## config.mk

```make
export PLATFORM = sky130hd
export DESIGN_NAME = seven_seg_display_ctrl_flat
export DESIGN_NICKNAME = d
export VERILOG_FILES = /design/src/rtl/seven_seg_pkg.sv /design/src/rtl/seven_seg_display_ctrl_if.sv /design/src/rtl/hex_to_seven_seg.sv /design/src/rtl/seven_seg_display_ctrl.sv /design/src/flat_wrapper.sv
export SDC_FILE = /design/constraint.sdc
export NUM_CORES = 1
export LEC_CHECK = 0
export CORE_MARGIN = 8
export CORE_UTILIZATION = 45
export CTS_BUF_LIST = sky130_fd_sc_hd__clkbuf_8
export DETAILED_ROUTE_END_ITERATION = 8
export GPL_TIMING_DRIVEN = 0
export HOLD_SLACK_MARGIN = 0.05
export PLACE_DENSITY = 0.68
export SLEW_MARGIN = 20
export SYNTH_ARGS = -nofsm -noshare
export SYNTH_HDL_FRONTEND = slang
export SYNTH_SLANG_ARGS = --single-unit
```

## constraint.sdc

```tcl
create_clock -name i_clock -period 3.24 [get_ports i_clock]
set_input_delay 0.324 -clock i_clock [delete_from_list [all_inputs] [get_ports i_clock]]
set_output_delay 0.324 -clock i_clock [all_outputs]
set_load 0.005 [all_outputs]
```

## src/rtl/seven_seg_pkg.sv

```systemverilog
// -----------------------------------------------------------------------------
// seven_seg_pkg
// Shared constants and types for the multiplexed seven-segment display
// controller: blank/idle drive levels, the scan FSM state type and the
// active-low hex glyph table.
// Segment encoding everywhere is active-low {g,f,e,d,c,b,a}.
// -----------------------------------------------------------------------------
package seven_seg_pkg;

  // All segments off (active-low).
  localparam logic [6:0] SEG_BLANK   = 7'h7F;
  // All anodes released (active-low).
  localparam logic [3:0] ANODE_OFF   = 4'hF;
  // Ring value that selects the rightmost digit.
  localparam logic [3:0] ANODE_FIRST = 4'hE;
  // Ring value that selects the leftmost digit; the tick leaving it ends a frame.
  localparam logic [3:0] ANODE_LAST  = 4'h7;

  // Scan FSM: S_IDLE waits for the first dwell tick after reset.
  typedef enum logic {
    S_IDLE = 1'b0,
    S_SCAN = 1'b1
  } state_t;

  // Active-low glyphs, entry [n] is the pattern for hex digit n.
  // Listed from F down to 0 so the packed index matches the nibble value.
  localparam logic [15:0][6:0] SEG_TABLE = {
    7'h0E,  // F
    7'h06,  // E
    7'h21,  // d
    7'h46,  // C
    7'h03,  // b
    7'h08,  // A
    7'h10,  // 9
    7'h00,  // 8
    7'h78,  // 7
    7'h02,  // 6
    7'h12,  // 5
    7'h19,  // 4
    7'h30,  // 3
    7'h24,  // 2
    7'h79,  // 1
    7'h40   // 0
  };

  // Table lookup for one hex nibble.
  function automatic logic [6:0] hex_segments(input logic [3:0] nibble);
    return SEG_TABLE[nibble];
  endfunction

endpackage

```

## src/rtl/seven_seg_display_ctrl_if.sv

```systemverilog
// -----------------------------------------------------------------------------
// seven_seg_display_ctrl_if
// Valid/ready channel that carries a new 16-bit display value into the
// controller.
//   value        16  four hex digits, [3:0] = rightmost digit
//   value_valid   1  source presents value (must hold until accepted)
//   value_ready   1  controller can accept a value
// Modports: master = value source, slave = display controller.
// -----------------------------------------------------------------------------
interface seven_seg_display_ctrl_if;

  logic [15:0] value;
  logic        value_valid;
  logic        value_ready;

  modport master (
    output value,
    output value_valid,
    input  value_ready
  );

  modport slave (
    input  value,
    input  value_valid,
    output value_ready
  );

endinterface

```

## src/rtl/hex_to_seven_seg.sv

```systemverilog
// -----------------------------------------------------------------------------
// hex_to_seven_seg
// Purely combinational hex nibble to active-low seven-segment decoder.
//   i_nibble  in   4  hex digit
//   o_seg     out  7  active-low segments {g,f,e,d,c,b,a}
// -----------------------------------------------------------------------------
module hex_to_seven_seg
  import seven_seg_pkg::*;
(
  input  logic [3:0] i_nibble,
  output logic [6:0] o_seg
);

  // Glyph lookup from the shared table.
  always_comb begin
    o_seg = hex_segments(i_nibble);
  end

endmodule

```

## src/rtl/seven_seg_display_ctrl.sv

```systemverilog
// -----------------------------------------------------------------------------
// seven_seg_display_ctrl
// Drives a 4-digit multiplexed seven-segment display from a 16-bit hex value.
// A free-running dwell counter produces one tick every DWELL_CYCLES clocks;
// each tick advances an active-low anode ring one digit to the left.
// New values arrive over a valid/ready channel into a one-entry pending
// buffer and are copied into the shown value only at a frame boundary (the
// tick that wraps the ring from the leftmost digit back to the rightmost), so
// a frame never mixes two values.
//
// Parameters
//   DWELL_CYCLES  clocks each digit stays selected (>= 2)
// Ports
//   i_clock       in   1   system clock, rising edge
//   i_reset       in   1   asynchronous reset, active-low
//   s_value       slave    value / value_valid / value_ready channel
//   i_digit_en    in   4   per-digit enable, 1 = shown
//   i_lz_blank    in   1   1 = blank leading zeros
//   o_anode       out  4   active-low digit select, [0] = right digit
//   o_seg         out  7   active-low segments {g,f,e,d,c,b,a}
//   o_frame_done  out  1   one-cycle pulse after each frame boundary tick
//   i_dp_mask     in   4   (DECIMAL_POINT_EN only) 1 = decimal point on
//   o_dp          out  1   (DECIMAL_POINT_EN only) active-low decimal point
//
// Build option: define DECIMAL_POINT_EN to add the decimal point port pair.
// -----------------------------------------------------------------------------
module seven_seg_display_ctrl
  import seven_seg_pkg::*;
#(
  parameter int DWELL_CYCLES = 100000
)
(
  input  logic                     i_clock,
  input  logic                     i_reset,
  seven_seg_display_ctrl_if.slave  s_value,
  input  logic [3:0]               i_digit_en,
  input  logic                     i_lz_blank,
  output logic [3:0]               o_anode,
  output logic [6:0]               o_seg,
  output logic                     o_frame_done
`ifdef DECIMAL_POINT_EN
  ,
  input  logic [3:0]               i_dp_mask,
  output logic                     o_dp
`endif
);

  localparam int             CW       = $clog2(DWELL_CYCLES);
  localparam logic [CW-1:0]  CNT_ZERO = CW'(0);
  localparam logic [CW-1:0]  CNT_ONE  = CW'(1);
  localparam logic [CW-1:0]  CNT_LAST = CW'(DWELL_CYCLES - 1);

  // Registered state.
  logic [CW-1:0] r_count;
  state_t        r_state;
  logic [3:0]    r_ring;
  logic [3:0]    r_anode;
  logic [6:0]    r_seg;
  logic          r_frame_done;
  logic [15:0]   r_pending;
  logic          r_pending_full;
  logic [15:0]   r_shown;
  logic          r_value_ready;

  // Combinational next-state and datapath nets.
  logic          w_tick;
  state_t        w_state_nxt;
  logic [3:0]    w_ring_nxt;
  logic          w_boundary;
  logic          w_transfer;
  logic          w_capture;
  logic [1:0]    w_sel;
  logic [15:0]   w_src;
  logic [3:0]    w_nibble;
  logic          w_lz_zero;
  logic          w_blank;
  logic [6:0]    w_dec_seg;

  assign w_tick     = (r_count == CNT_LAST);
  assign w_transfer = w_boundary & r_pending_full;
  assign w_capture  = s_value.value_valid & r_value_ready;

  // Scan FSM next state and ring rotation; flags the frame boundary tick.
  always_comb begin
    w_state_nxt = r_state;
    w_ring_nxt  = r_ring;
    w_boundary  = 1'b0;
    case (r_state)
      S_IDLE: begin
        if (w_tick) begin
          w_state_nxt = S_SCAN;
          w_ring_nxt  = ANODE_FIRST;
        end else begin
          w_state_nxt = S_IDLE;
        end
      end
      S_SCAN: begin
        if (w_tick) begin
          w_ring_nxt = {r_ring[2:0], r_ring[3]};
          w_boundary = (r_ring == ANODE_LAST);
        end else begin
          w_ring_nxt = r_ring;
        end
      end
      default: begin
        w_state_nxt = S_IDLE;
        w_ring_nxt  = ANODE_OFF;
      end
    endcase
  end

  // Digit index of the slot being entered at the next tick.
  always_comb begin
    case (w_ring_nxt)
      4'b1110: w_sel = 2'd0;
      4'b1101: w_sel = 2'd1;
      4'b1011: w_sel = 2'd2;
      4'b0111: w_sel = 2'd3;
      default: w_sel = 2'd0;
    endcase
  end

  // On a boundary that transfers a new value, the new frame must already use
  // it for digit 0, so the decode source bypasses the shown register then.
  always_comb begin
    w_src    = w_transfer ? r_pending : r_shown;
    w_nibble = w_src[{w_sel, 2'b00} +: 4];
  end

  // Leading-zero test: this digit and every digit to its left are zero.
  // Digit 0 is never treated as a leading zero so 0000 still shows "0".
  always_comb begin
    case (w_sel)
      2'd0:    w_lz_zero = 1'b0;
      2'd1:    w_lz_zero = (w_src[15:4]  == 12'h000);
      2'd2:    w_lz_zero = (w_src[15:8]  == 8'h00);
      2'd3:    w_lz_zero = (w_src[15:12] == 4'h0);
      default: w_lz_zero = 1'b0;
    endcase
    w_blank = ~i_digit_en[w_sel] | (i_lz_blank & w_lz_zero);
  end

  hex_to_seven_seg u_hex_to_seven_seg (
    .i_nibble (w_nibble),
    .o_seg    (w_dec_seg)
  );

  // Dwell counter: free-running 0..DWELL_CYCLES-1.
  always_ff @(posedge i_clock or negedge i_reset) begin
    if (!i_reset) begin
      r_count <= CNT_ZERO;
    end else if (w_tick) begin
      r_count <= CNT_ZERO;
    end else begin
      r_count <= r_count + CNT_ONE;
    end
  end

  // FSM state and anode ring registers.
  always_ff @(posedge i_clock or negedge i_reset) begin
    if (!i_reset) begin
      r_state <= S_IDLE;
      r_ring  <= ANODE_OFF;
    end else begin
      r_state <= w_state_nxt;
      r_ring  <= w_ring_nxt;
    end
  end

  // Display outputs: anode and segments change together only on a tick, a
  // blanked slot keeps its anode released for the whole dwell.
  always_ff @(posedge i_clock or negedge i_reset) begin
    if (!i_reset) begin
      r_anode      <= ANODE_OFF;
      r_seg        <= SEG_BLANK;
      r_frame_done <= 1'b0;
    end else begin
      r_frame_done <= w_boundary;
      if (w_tick) begin
        r_anode <= w_blank ? ANODE_OFF : w_ring_nxt;
        r_seg   <= w_blank ? SEG_BLANK : w_dec_seg;
      end
    end
  end

  // Handshake and value buffers: one pending slot, emptied into the shown
  // value at a frame boundary. ready is low exactly while pending is full.
  always_ff @(posedge i_clock or negedge i_reset) begin
    if (!i_reset) begin
      r_pending      <= 16'h0000;
      r_pending_full <= 1'b0;
      r_shown        <= 16'h0000;
      r_value_ready  <= 1'b1;
    end else if (w_transfer) begin
      r_shown        <= r_pending;
      r_pending_full <= 1'b0;
      r_value_ready  <= 1'b1;
    end else if (w_capture) begin
      r_pending      <= s_value.value;
      r_pending_full <= 1'b1;
      r_value_ready  <= 1'b0;
    end
  end

  assign o_anode             = r_anode;
  assign o_seg               = r_seg;
  assign o_frame_done        = r_frame_done;
  assign s_value.value_ready = r_value_ready;

`ifdef DECIMAL_POINT_EN
  logic r_dp;

  // Decimal point follows the same sampling and blanking as the segments.
  always_ff @(posedge i_clock or negedge i_reset) begin
    if (!i_reset) begin
      r_dp <= 1'b1;
    end else if (w_tick) begin
      r_dp <= w_blank ? 1'b1 : ~i_dp_mask[w_sel];
    end
  end

  assign o_dp = r_dp;
`endif

endmodule

```

## src/flat_wrapper.sv

```systemverilog
// flat-port wrapper written by rule: the top's interface ports become plain ports
module seven_seg_display_ctrl_flat import seven_seg_pkg::*;
#(
  parameter int DWELL_CYCLES = 100000
)
  (i_clock, i_reset, i_digit_en, i_lz_blank, o_anode, o_seg, o_frame_done, s_value_value, s_value_value_valid, s_value_value_ready);
  seven_seg_display_ctrl_if s_value_i ();
  input  logic i_clock;
  input  logic i_reset;
  input  logic [3:0] i_digit_en;
  input  logic i_lz_blank;
  output logic [3:0] o_anode;
  output logic [6:0] o_seg;
  output logic o_frame_done;
  input wire logic [$bits(s_value_i.value)-1:0] s_value_value;
  input wire logic [$bits(s_value_i.value_valid)-1:0] s_value_value_valid;
  output wire logic [$bits(s_value_i.value_ready)-1:0] s_value_value_ready;
  assign s_value_i.value = s_value_value;
  assign s_value_i.value_valid = s_value_value_valid;
  assign s_value_value_ready = s_value_i.value_ready;
  seven_seg_display_ctrl #(.DWELL_CYCLES(DWELL_CYCLES)) u_core (.i_clock(i_clock), .i_reset(i_reset), .s_value(s_value_i), .i_digit_en(i_digit_en), .i_lz_blank(i_lz_blank), .o_anode(o_anode), .o_seg(o_seg), .o_frame_done(o_frame_done));
endmodule
```

=== Word level (Yosys, flattened, before mapping) ===
Memory sizes are Yosys's and may differ from the RTL's.
Cells that the tools add are included.

* Register bits after elaboration: 68
* Memory bits (read-only): 112
* Input bits: 24
* Output and inout port bits: 13
* Word-level logic and storage cells: 56
* Memories: 1

{| class="wikitable"
|+ Memories
! memory !! depth !! bits a word !! read ports !! clocked after memory_dff !! write ports !! line !! source
|-
| (no name shown) || 16 || 7 || 1 || 0 || 0 || seven_seg_pkg.sv:48 || <nowiki>return SEG_TABLE[nibble];</nowiki>
|}

* $add $sub $neg: 1
* Order comparisons: 2
* Equality and inequality tests: 8
* Shifts and indexed selects: 1
* Mux-type cells: 20
* Bitwise operators: 7
* Reductions and logical operators: 6

{| class="wikitable"
|+ Operators by type and width
! kind !! number
|-
| $add A17 B1 Y17 const B || 1
|-
| $eq A17 B17 Y1 const B || 1
|-
| $mux W17 || 1
|-
| $mux W16 || 1
|-
| $shiftx A16 B5 Y4 || 1
|-
| $mux W7 || 2
|-
| $logic_not A12 Y1 || 1
|-
| $mux W4 || 3
|-
| $mux W1 || 9
|-
| $eq A4 B3 Y1 const B || 2
|-
| $eq A4 B4 Y1 const B || 2
|-
| $logic_not A8 Y1 || 1
|-
| $pmux W4 S2 || 1
|-
| $pmux W2 S3 || 1
|-
| $lt A4 B5 Y1 const B || 1
|-
| $eq A2 B2 Y1 const B || 2
|-
| $logic_not A4 Y1 || 1
|-
| $pmux W1 S4 || 1
|-
| $and A1 B1 Y1 || 3
|-
| $lt A2 B3 Y1 const B || 1
|-
| $not A1 Y1 || 3
|-
| $bmux W1 S2 || 1
|-
| $eq A2 B1 Y1 const B || 1
|-
| $logic_not A2 Y1 || 1
|-
| 3 further kinds || 3
|}

=== Depth between registers and ports, before layout ===
Gate-level depths: netlist of the first run.

* Depth after elaboration: 10
* Mapped depth: 15
* Mapped depth without buffers: 12

=== Cells and area by module ===
A second synthesis of the first run with hierarchy kept.

* Cell total of the unflattened synthesis: 331
* Area total of the unflattened synthesis: 3661.0 um^2

{| class="wikitable"
|+ Modules (own cells, without submodules)
! module !! times used !! cells each !! area an instance (um^2) !! sequential area each (um^2)
|-
| seven_seg_display_ctrl || 1 || 299 || 3385.7 || 1721.7
|-
| hex_to_seven_seg || 1 || 32 || 275.3 || 0.0
|}

=== Least setup slack after synthesis of the first run ===
No wires, ideal clock.

* Kind: register -> register
* Start point: register u_core.r_count[0]
* End point: register u_core.r_seg[0], in the netlist u_core.o_seg[0]
* Setup time: 82 ps
* Data arrival time: 3355 ps
* Data required time: 3158 ps
* Setup slack: -198 ps
* Stages on the path, launching flop included: 16
* Buffers on the path: 3
* Period minus slack after synthesis: 3438 ps
* Path through: dfrtp_1 ha_1 and4_1 buf_4 and4_1 buf_6 nand2_4 buf_6 mux2_2 and2b_1 a2111oi_4 inv_1 ha_1 or4_1 a21oi_1 nor3_1

* Word-level cells in the longest chain between the ends: 10
* Elaborated cells between the ends (all ways): 29
* Those cells by class: eq/ne: 7; shift: 1; mux: 12; bitwise: 4; reduce/logical: 4; memory: 1

{| class="wikitable"
|+ RTL lines
! element !! line !! source
|-
| start: declaration || seven_seg_display_ctrl.sv:54 || <nowiki>logic [CW-1:0] r_count;</nowiki>
|-
| start signal: assignment || seven_seg_display_ctrl.sv:155 || <nowiki>r_count <= r_count + CNT_ONE;</nowiki>
|-
| $eq A17 B17 Y1 * || seven_seg_display_ctrl.sv:79 || <nowiki>assign w_tick = (r_count == CNT_LAST);</nowiki>
|-
| $mux W1 * || seven_seg_display_ctrl.sv:98 || <nowiki>if (w_tick) begin</nowiki>
|-
| $mux W1 * || seven_seg_display_ctrl.sv:88 || <nowiki>case (r_state)</nowiki>
|-
| $and A1 B1 Y1 * || seven_seg_display_ctrl.sv:80 || <nowiki>assign w_transfer = w_boundary & r_pending_full;</nowiki>
|-
| $mux W16 * || n/a ||
|-
| net u_core.w_src[13] || seven_seg_display_ctrl.sv:73 || <nowiki>logic [15:0] w_src;</nowiki>
|-
| branches (longest 4 deep; another with $mem_v2 Z16 W7) || n/a ||
|-
| $mux W7 * || seven_seg_display_ctrl.sv:181 || <nowiki>r_seg <= w_blank ? SEG_BLANK : w_dec_seg;</nowiki>
|-
| end signal: assignment || seven_seg_display_ctrl.sv:181 ||
|-
| end: declaration || seven_seg_display_ctrl.sv:58 || <nowiki>logic [6:0] r_seg;</nowiki>
|}

Mark *: on every way through the listed nets, which the timed path passes. The select of a mux whose other input is x is not followed.
A chain may end at the register's enable or synchronous reset.

=== Worst setup path after layout of the first run ===
* Start point: register u_core.r_count[1]
* End point: register u_core.r_seg[0], in the netlist u_core.o_seg[0]

* Word-level cells in the longest chain between the ends: 10
* Elaborated cells between the ends (all ways): 29
* Those cells by class: eq/ne: 7; shift: 1; mux: 12; bitwise: 4; reduce/logical: 4; memory: 1

{| class="wikitable"
|+ RTL lines
! element !! line
|-
| $eq A17 B17 Y1 * || seven_seg_display_ctrl.sv:79
|-
| $mux W1 * || seven_seg_display_ctrl.sv:98
|-
| $mux W1 * || seven_seg_display_ctrl.sv:88
|-
| $and A1 B1 Y1 * || seven_seg_display_ctrl.sv:80
|-
| $mux W16 * || n/a
|-
| net u_core.w_src[5] || seven_seg_display_ctrl.sv:73
|-
| branches (longest 4 deep; another with $mem_v2 Z16 W7) || n/a
|-
| $mux W7 * || seven_seg_display_ctrl.sv:181
|}

Marked as above.

==> results.txt, run 1 <==
----------------------------------------------------
[STA]
  Total count of max-transition violations in the final report ... 0
  RSZ-0062 raised after global routing ... yes
  Final Hold Viols ... 0
  Min Clock Period, post-route ... 3.27 ns
  Pin slew with the least headroom to its limit ... 0.755 ns
  Maximum clock frequency ... 305 MHz
  Final-report setup violation count ... 1
  Final Skew ... 0.00931 ns
  Fraction of the cycle the final worst path needs ... 101%
  Post-route worst setup slack ... -0.0344 ns
  Relative slew margins ... 49.4%

[CTS]
  TritonCTS clock tree ... yes
  CTS Buffer Depth ... 2
  Clock latency of the later-clocked register in the worst-skew pair ... 0.35 ns
  Htree depth ... 3
  Number of clock sinks ... 68
  Clock root cell ... clkbuf_8
  TritonCTS Buffers ... 9
  Reg clk slew, reported paths ... 0.07 ns

[Worst setup path]
  Req. time, crit path ... 3.51 ns
  Flop2flop setup slack ... -0.03 ns
  Data arrival at the endpoint of the critical path ... 3.54 ns
  Type of element launching the critical path ... register
  Kind of cell with the highest combined delay on the critical path ... simple AND/OR/NAND/NOR gates
  Maximum fanout encountered on the critical timing path ... 5
  Setup Crit Path Kind ... reg2reg
  Crit path buffers/inverters ... 4
  Peak per-stage delay on the critical path ... 0.47 ns
  Slowest stage cell, crit path ... or4_4
  Crit-path cells ... ha_2 -> and4_4 -> and4_4 -> buf_8 -> nand2_8 -> buf_8 -> buf_6 -> mux2_4 -> nor2b_4 -> a2111oi_4 -> inv_2 -> ha_4 -> or4_4 -> a21oi_2 -> nor3_2
  Kind of end point of the critical path ... register

[Floorplanning]
  Number of core rows ... 32
  Placeable core area ... 7650 um2
  Die Wd ... 104 um
  Total die area ... 10900 um2
  Die Y ... 104 um
  Initial cell density of the core ... 46.1%
  Top-Level Pins ... 37

[GRT]
  Number of antenna violations at the first check in global routing ... 0
  Total Routing Usage GR ... 15.6%
  Via count of the first global-routing pass ... 2792
  Total overflow reported by the global router ... 0
  Global-route wire length before repair ... 13.8 mm
  Maximum number of pins on one net before global-route repair ... 43

[Logic synthesis]
  Number of unique standard cell types used by synthesis ... 52
  Synthesized area ... 3520 um2
  Compound-gate portion of the synthesized area ... 12.8%
  Synthesized Nets ... 360
  Synthesized-area fraction occupied by and/or/nand/nor cells ... 19.1%
  Adder-cell area share of the yosys netlist ... 2.13%
  Average instance area after synthesis ... 10.7 um2
  Share of the synthesized netlist area taken by xor and xnor gates ... 3.73%
  Combinational family with the most area after synthesis ... simple AND/OR/NAND/NOR gates
  FF+latch count, synth ... 68
  Number of synthesized flops with an enable pin ... 0
  Leading register cell type out of synthesis ... dfrtp_1
  Portion of the post-synthesis area used by sequential elements ... 48.9%
  YS warnings ... 0
  Proportion of synthesized flip-flops having asynchronous set or reset ... 100%
  Mux share of post-synthesis cell area ... 9.95%
  Instance count of the mapped netlist ... 330

[Cells and area]
  Share of cells above drive strength 1 ... 31.9%
  Synthesis-to-finish area growth ... 31.4%
  Final standard cell count with taps included and fillers excluded ... 516
  Total inserted antenna cells ... 0
  Fill cell instance count of the final layout ... 642
  Post-layout nets ... 439

[Placed design]
  Placement-stage worst setup slack ... -0.451 ns
  # port buffers ... 36
  Final estimated routing congestion in global placement ... 0.888
  Cell count after placement ... 469
  Detail Placement HPWL ... 5.59 mm

[Run status]
  Outcome ... complete, but fails checks
  Violations in the final reports ... setup timing

[Drt]
  Iteration-0 DRC Markers ... 166
  Vias ... 2799
  Drt first pass iters ... 4
  Final wirelength ... 8.55 mm
  Via/cell ratio ... 5.42
  DRC violation count after routing ... 0
  WL per Instance ... 16.6 um
  Remaining antenna violation count after routing ... 0

[Hold path]
  Min-Delay Path Class ... in2async

[Power and ir drop]
  Standby leakage power ... 2.03 nW
  Worst VDD drop ... 0.000178 V
  Overall power of the completed layout ... 0.00167 W
  Pwr dens ... 360 nW/um2

[Job]
  Max-cap viol count ... 0

----------------------------------------------------
path summary, 6_finish.rpt:
path	startpoint	end	depth (start not counted)
worst max-delay path	u_core.r_count[1]	u_core.o_seg[0]	15
worst min-delay path	i_reset	u_core.r_count[11]	2
worst max register to register	u_core.r_count[1]	u_core.o_seg[0]	15
worst min register to register	u_core.o_seg[4]	u_core.o_seg[4]	2
max in group asynchronous	i_reset	u_core.s_value.value_ready	3
min in group i_clock	u_core.o_seg[4]	u_core.o_seg[4]	2
through the flow:
step                      utilization, %  TNS [ns]  hold slack, ns  instance area, um2
after detailed placement            53.0     -1.53           0.260                4050
after CTS                           57.8    -0.132           0.428                4420
after floorplan                        -         0          0.0284                3550
final                               60.5   -0.0344           0.423                4630
after global placement              52.7    -22.03           0.479                4030
after global routing                60.5    -0.367           0.457                4630
power by group:
group | internal (W) | switching, W | total [W] | leakage [nW]
registers | 0.000873 | 0.0000173 | 0.000890 | 0.846
clock network | 0.000388 | 0.000312 | 0.000700 | 0.113
logic | 0.0000473 | 0.0000285 | 0.0000758 | 1.07
cells by family (layout without fill, tap and decap cells):
logic type,count (synthesis),count (layout)
flip-flops,68,68
AND/OR/NAND/NOR,124,124
buffers and inverters,22,106
multiplexers,31,31
AO/OA/AOI/OAI,64,64
adder cells (fa/ha/maj),6,6
XOR/XNOR,15,15
layout by cell type (no fill, tap or decap), drive strengths merged, types with 4 or more instances in the layout:
cell type and n:
nand4 4, and2 5, buf 41, or4 4, nor2b 5, clkdlybuf4s50 35, dfrtp 52, mux2i 5
nor3 5, o21ai 22, a21oi 16, a211oi 4, nor4 4, xor2 8, or3 4, nor2 27
ha 6, nand3 19, inv 10, nand2 31, dfstp 16, xnor2 7, a31oi 4, clkbuf 17
and3 4, mux2 26
state kept, by name, summed over array words and instances (netlist names):
| signal | flops |
|---|---|
| u_core.o_seg | 7 |
| u_core.r_pending | 16 |
| u_core.r_state | 1 |
| u_core.o_anode | 4 |
| u_core.r_shown | 16 |
| u_core.r_ring | 4 |
| u_core.r_count | 17 |
| u_core.o_frame_done | 1 |
| u_core.s_value.value_ready | 1 |
| u_core.r_pending_full | 1 |
routing by layer:
layer | part of all wire (%) | global-route usage, %
met1 | 44 | 20.2
met2 | 49 | 24.2
met3 | 5.1 | 3.72
met4 | 1.7 | 6.51
met5 | 0 | 0
Yosys cell counts, types with 3 or more instances:
library cell | n | area (um2)
nor2_1 | 27 | 101
ha_1 | 6 | 75.1
nor4_1 | 4 | 25.0
nor3_1 | 5 | 25.0
or4_1 | 4 | 30.0
a21oi_1 | 16 | 80.1
a211oi_1 | 4 | 30.0
a31oi_1 | 4 | 25.0
nand3_1 | 19 | 95.1
buf_6 | 3 | 33.8
a2111oi_4 | 3 | 82.6
o211ai_1 | 3 | 22.5
and4_1 | 3 | 26.3
xor2_1 | 8 | 70.1
xnor2_1 | 7 | 61.3
inv_1 | 7 | 26.3
or3_1 | 3 | 18.8
mux2_2 | 24 | 270
and3_1 | 4 | 25.0
nand2_1 | 30 | 113
o21ai_0 | 22 | 110
dfstp_2 | 16 | 420
nand4_1 | 3 | 18.8
buf_2 | 3 | 15.0
and2_1 | 5 | 31.3
mux2i_1 | 5 | 50.1
clkbuf_1 | 6 | 22.5
nor2b_1 | 5 | 31.3
dfrtp_1 | 52 | 1300
layout make-up:
class                           instances  area (um2)  area share [%]
Tap cell                              102         128            2.76
Buffer                                 11        76.3            1.65
Sequential cell                        68        1720            37.3
Inverter                                7        26.3           0.568
Clock inverter                          5        46.3            1.00
Timing Repair Buffer                   72         647            14.0
Clock buffer                           11         151            3.27
Multi-Input combinational cell        240        1830            39.5
repair_timing:
action | in CTS | in global routing
endpoints found under the hold margin | 11 | 0
endpoints found under the setup margin | 7 | 10
hold buffers | 1 | 0
pin swaps | 13 | 12
setup buffers | 16 | 19
gates resized for setup | 13 | 23
(Power assumes the default switching activity.)
==> run 2: changes to the inputs <==
Settings changed: ABC_CLOCK_PERIOD_IN_PS from default to 3240, CTS_CLUSTER_SIZE from default to 24.
==> results of run 2 <==
The final DEF is identical to that of run 1; final timing and power are the same.
==> run 3: changes to the inputs <==
Settings changed: DONT_BUFFER_PORTS from default to 1, PLACE_DENSITY 0.68 to 0.62.
==> run 3 against run 2 <==
Worst hold slack lost 0.30 ns. First-iteration DRC count grew 9.6%. Critical path type unchanged. Wire length shrank 6.3%. Critical path depth shrank 4. Die area is the same. Total power shrank 0.27%. Non-clock buffer count shrank 50. Sequential share of layout area grew 4.1 points. The run now ends clean.
==> results.txt, run 3 (synthesized netlist as in run 1, its figures left out) <==
----------------------------------------------------
[Worst setup path]
  Crit path buffers/inverters ... 1
  Data arrival at the endpoint of the critical path ... 3.44 ns
  Setup Crit Path Kind ... reg2reg
  Req. time, crit path ... 3.51 ns
  Kind of cell with the highest combined delay on the critical path ... simple AND/OR/NAND/NOR gates
  Crit-path cells ... and4b_2 -> and3_4 -> nand2_4 -> mux2_2 -> and2_1 -> a2111oi_4 -> inv_2 -> ha_4 -> or4_4 -> a21oi_4 -> nor3_2
  Maximum fanout encountered on the critical timing path ... 10
  Type of element launching the critical path ... register
  Kind of end point of the critical path ... register
  Flop2flop setup slack ... 0.07 ns
  Worst reg2reg path endpoint ... u_core.o_seg[0]
  Worst Reg-to-Reg Cells ... 11
  Worst reg2reg path startpoint ... u_core.r_ring[3]
  Slowest stage cell, crit path ... dfstp_2
  Peak per-stage delay on the critical path ... 0.62 ns

[Cells and area]
  Largest registers ranked by flip-flop count ... u_core.r_count (17), u_core.r_pending (16), u_core.r_shown (16)
  Synthesis-to-finish area growth ... 18.1%
  Fill cell instance count of the final layout ... 663
  Area of the multi-input gates ... 1810 um2
  Share of cells above drive strength 1 ... 30.5%
  Most common library cell in the layout ignoring fill and taps ... dfrtp_1
  Area of all sequential standard cells ... 1720 um2
  Share of the core filled with cells in the final layout ... 54.4%
  Total inserted antenna cells ... 0
  Number of flip-flops under the largest register name ... 17
  Largest reg by FF count ... u_core.r_count
  Post-layout nets ... 389
  Highest-count cells in the layout ignoring fill and taps ... dfrtp_1, nand2_1, nor2_1

[CTS]
  CTS Buffer Depth ... 2
  Clock root cell ... clkbuf_8
  TritonCTS clock tree ... yes
  Reg clk slew, reported paths ... 0.08 ns
  Htree depth ... 3
  TritonCTS Buffers ... 9
  Clock latency of the later-clocked register in the worst-skew pair ... 0.34 ns
  Number of clock sinks ... 68

[Power and ir drop]
  Standby leakage power ... 1.84 nW
  Worst VDD drop ... 0.000204 V
  Overall power of the completed layout ... 0.00166 W
  Pwr dens ... 399 nW/um2

[STA]
  Total count of max-transition violations in the final report ... 0
  Relative slew margins ... 65.3%
  Final-layout setup total negative slack ... 0 ns
  Post-route worst setup slack ... 0.0711 ns
  Fraction of the cycle the final worst path needs ... 97.8%
  Pin slew with the least headroom to its limit ... 0.520 ns
  Final Skew ... 0.0118 ns
  Final-report setup violation count ... 0
  Min Clock Period, post-route ... 3.17 ns
  RSZ-0062 raised after global routing ... yes
  Maximum clock frequency ... 316 MHz
  Final Hold Viols ... 0

[Floorplanning]
  Number of core rows ... 32
  Initial cell density of the core ... 46.1%
  Die Y ... 104 um
  Placeable core area ... 7650 um2
  Top-Level Pins ... 37
  Die Wd ... 104 um
  Total die area ... 10900 um2

[Drt]
  Remaining antenna violation count after routing ... 0
  Vias ... 2657
  DRC violation count after routing ... 0
  WL per Instance ... 17.2 um
  Iteration-0 DRC Markers ... 182
  Via/cell ratio ... 5.70
  Final wirelength ... 8.01 mm
  Drt first pass iters ... 4

[GRT]
  Number of antenna violations at the first check in global routing ... 0
  Global-route wire length before repair ... 13.5 mm
  Maximum number of pins on one net before global-route repair ... 69
  Total overflow reported by the global router ... 0
  Total Routing Usage GR ... 15.3%
  Via count of the first global-routing pass ... 2644

[Hold path]
  Worst hold path endpoint ... u_core.r_pending[4]
  Hold depth ... 1
  Min-delay src ... s_value_value[4]
  Min-Delay Path Class ... in2reg

[Placed design]
  Placement-stage worst setup slack ... -0.567 ns
  Detail Placement HPWL ... 5.41 mm
  # port buffers ... 0
  Final estimated routing congestion in global placement ... 0.851

[Run status]
  Outcome ... completed

[Job]
  Max-cap viol count ... 0

----------------------------------------------------
## run 3: cell count changes in the layout (fill, tap and decap cells not counted), sizes merged
cell / before / now
clkdlybuf4s50: 35 / 0
bufinv: 1 / 0
dlygate4sd3: 1 / 2
inv: 10 / 8
buf: 41 / 24
clkinv: 1 / 0
clkbuf: 17 / 22
## run 3: how the worst max path moves through the flow
stage                      startpoint  cells past startpoint               to
CTS                 u_core.r_count[0]                     15  u_core.o_seg[0]
floorplan           u_core.r_count[0]                     15  u_core.o_seg[0]
detailed placement  u_core.r_count[0]                     13  u_core.o_seg[0]
finish               u_core.r_ring[3]                     11  u_core.o_seg[0]
global route        u_core.r_count[8]                     12  u_core.o_seg[0]
global placement    u_core.r_count[0]                     13  u_core.o_seg[0]
## run 3: power breakdown
| part | total [W] | internal [W] | switching (W) |
|---|---|---|---|
| registers | 0.000891 | 0.000873 | 0.0000184 |
| logic | 0.0000505 | 0.0000258 | 0.0000247 |
| clock network | 0.000720 | 0.000402 | 0.000318 |
## run 3: what timing repair did
action                                 in CTS  in global routing
hold buffers                                3                  0
pin swaps                                   9                  7
resized for setup                          14                 14
setup endpoints to repair                   7                 11
endpoints found under the hold margin      69                  0
setup buffers                              16                  3
## run 3: through the flow
step	cell area, um2	hold WS [ns]	std cells
CTS	4090	0.115	464
global placement	3670	0.0314	432
finish	4160	0.121	466
global route	4160	0.103	466
detailed placement	3670	0.0322	432
floorplan	3550	0.0284	330
## run 3: layer usage
layer / wire, um / GRT usage (%) / up-vias
met3: 449 / 3.97 / 10
met2: 3630 / 22.8 / 79
li1: - / - / 1250
met5: 0 / 0 / -
met1: 3820 / 21.0 / 1318
met4: 104 / 4.65 / 0
## run 3: area by class of cell
class	count	area share, %
Buffer	11	1.83
Clock buffer	15	4.96
Clock inverter	1	0.0902
Inverter	7	0.632
Multi-Input combinational cell	240	43.5
Sequential cell	68	41.4
Tap cell	102	3.07
Timing Repair Buffer	22	4.57
## run 3: worst reg2reg max path, delay by kind of cell, from the launching register on
kind / cells / cell delay, ns
DFF: 1 / 0.62
buffers and inverters: 1 / 0.10
AOI/OAI and AO/OA: 2 / 0.54
muxes: 1 / 0.35
adders and majority gates: 1 / 0.17
and+or+nand+nor: 6 / 1.31
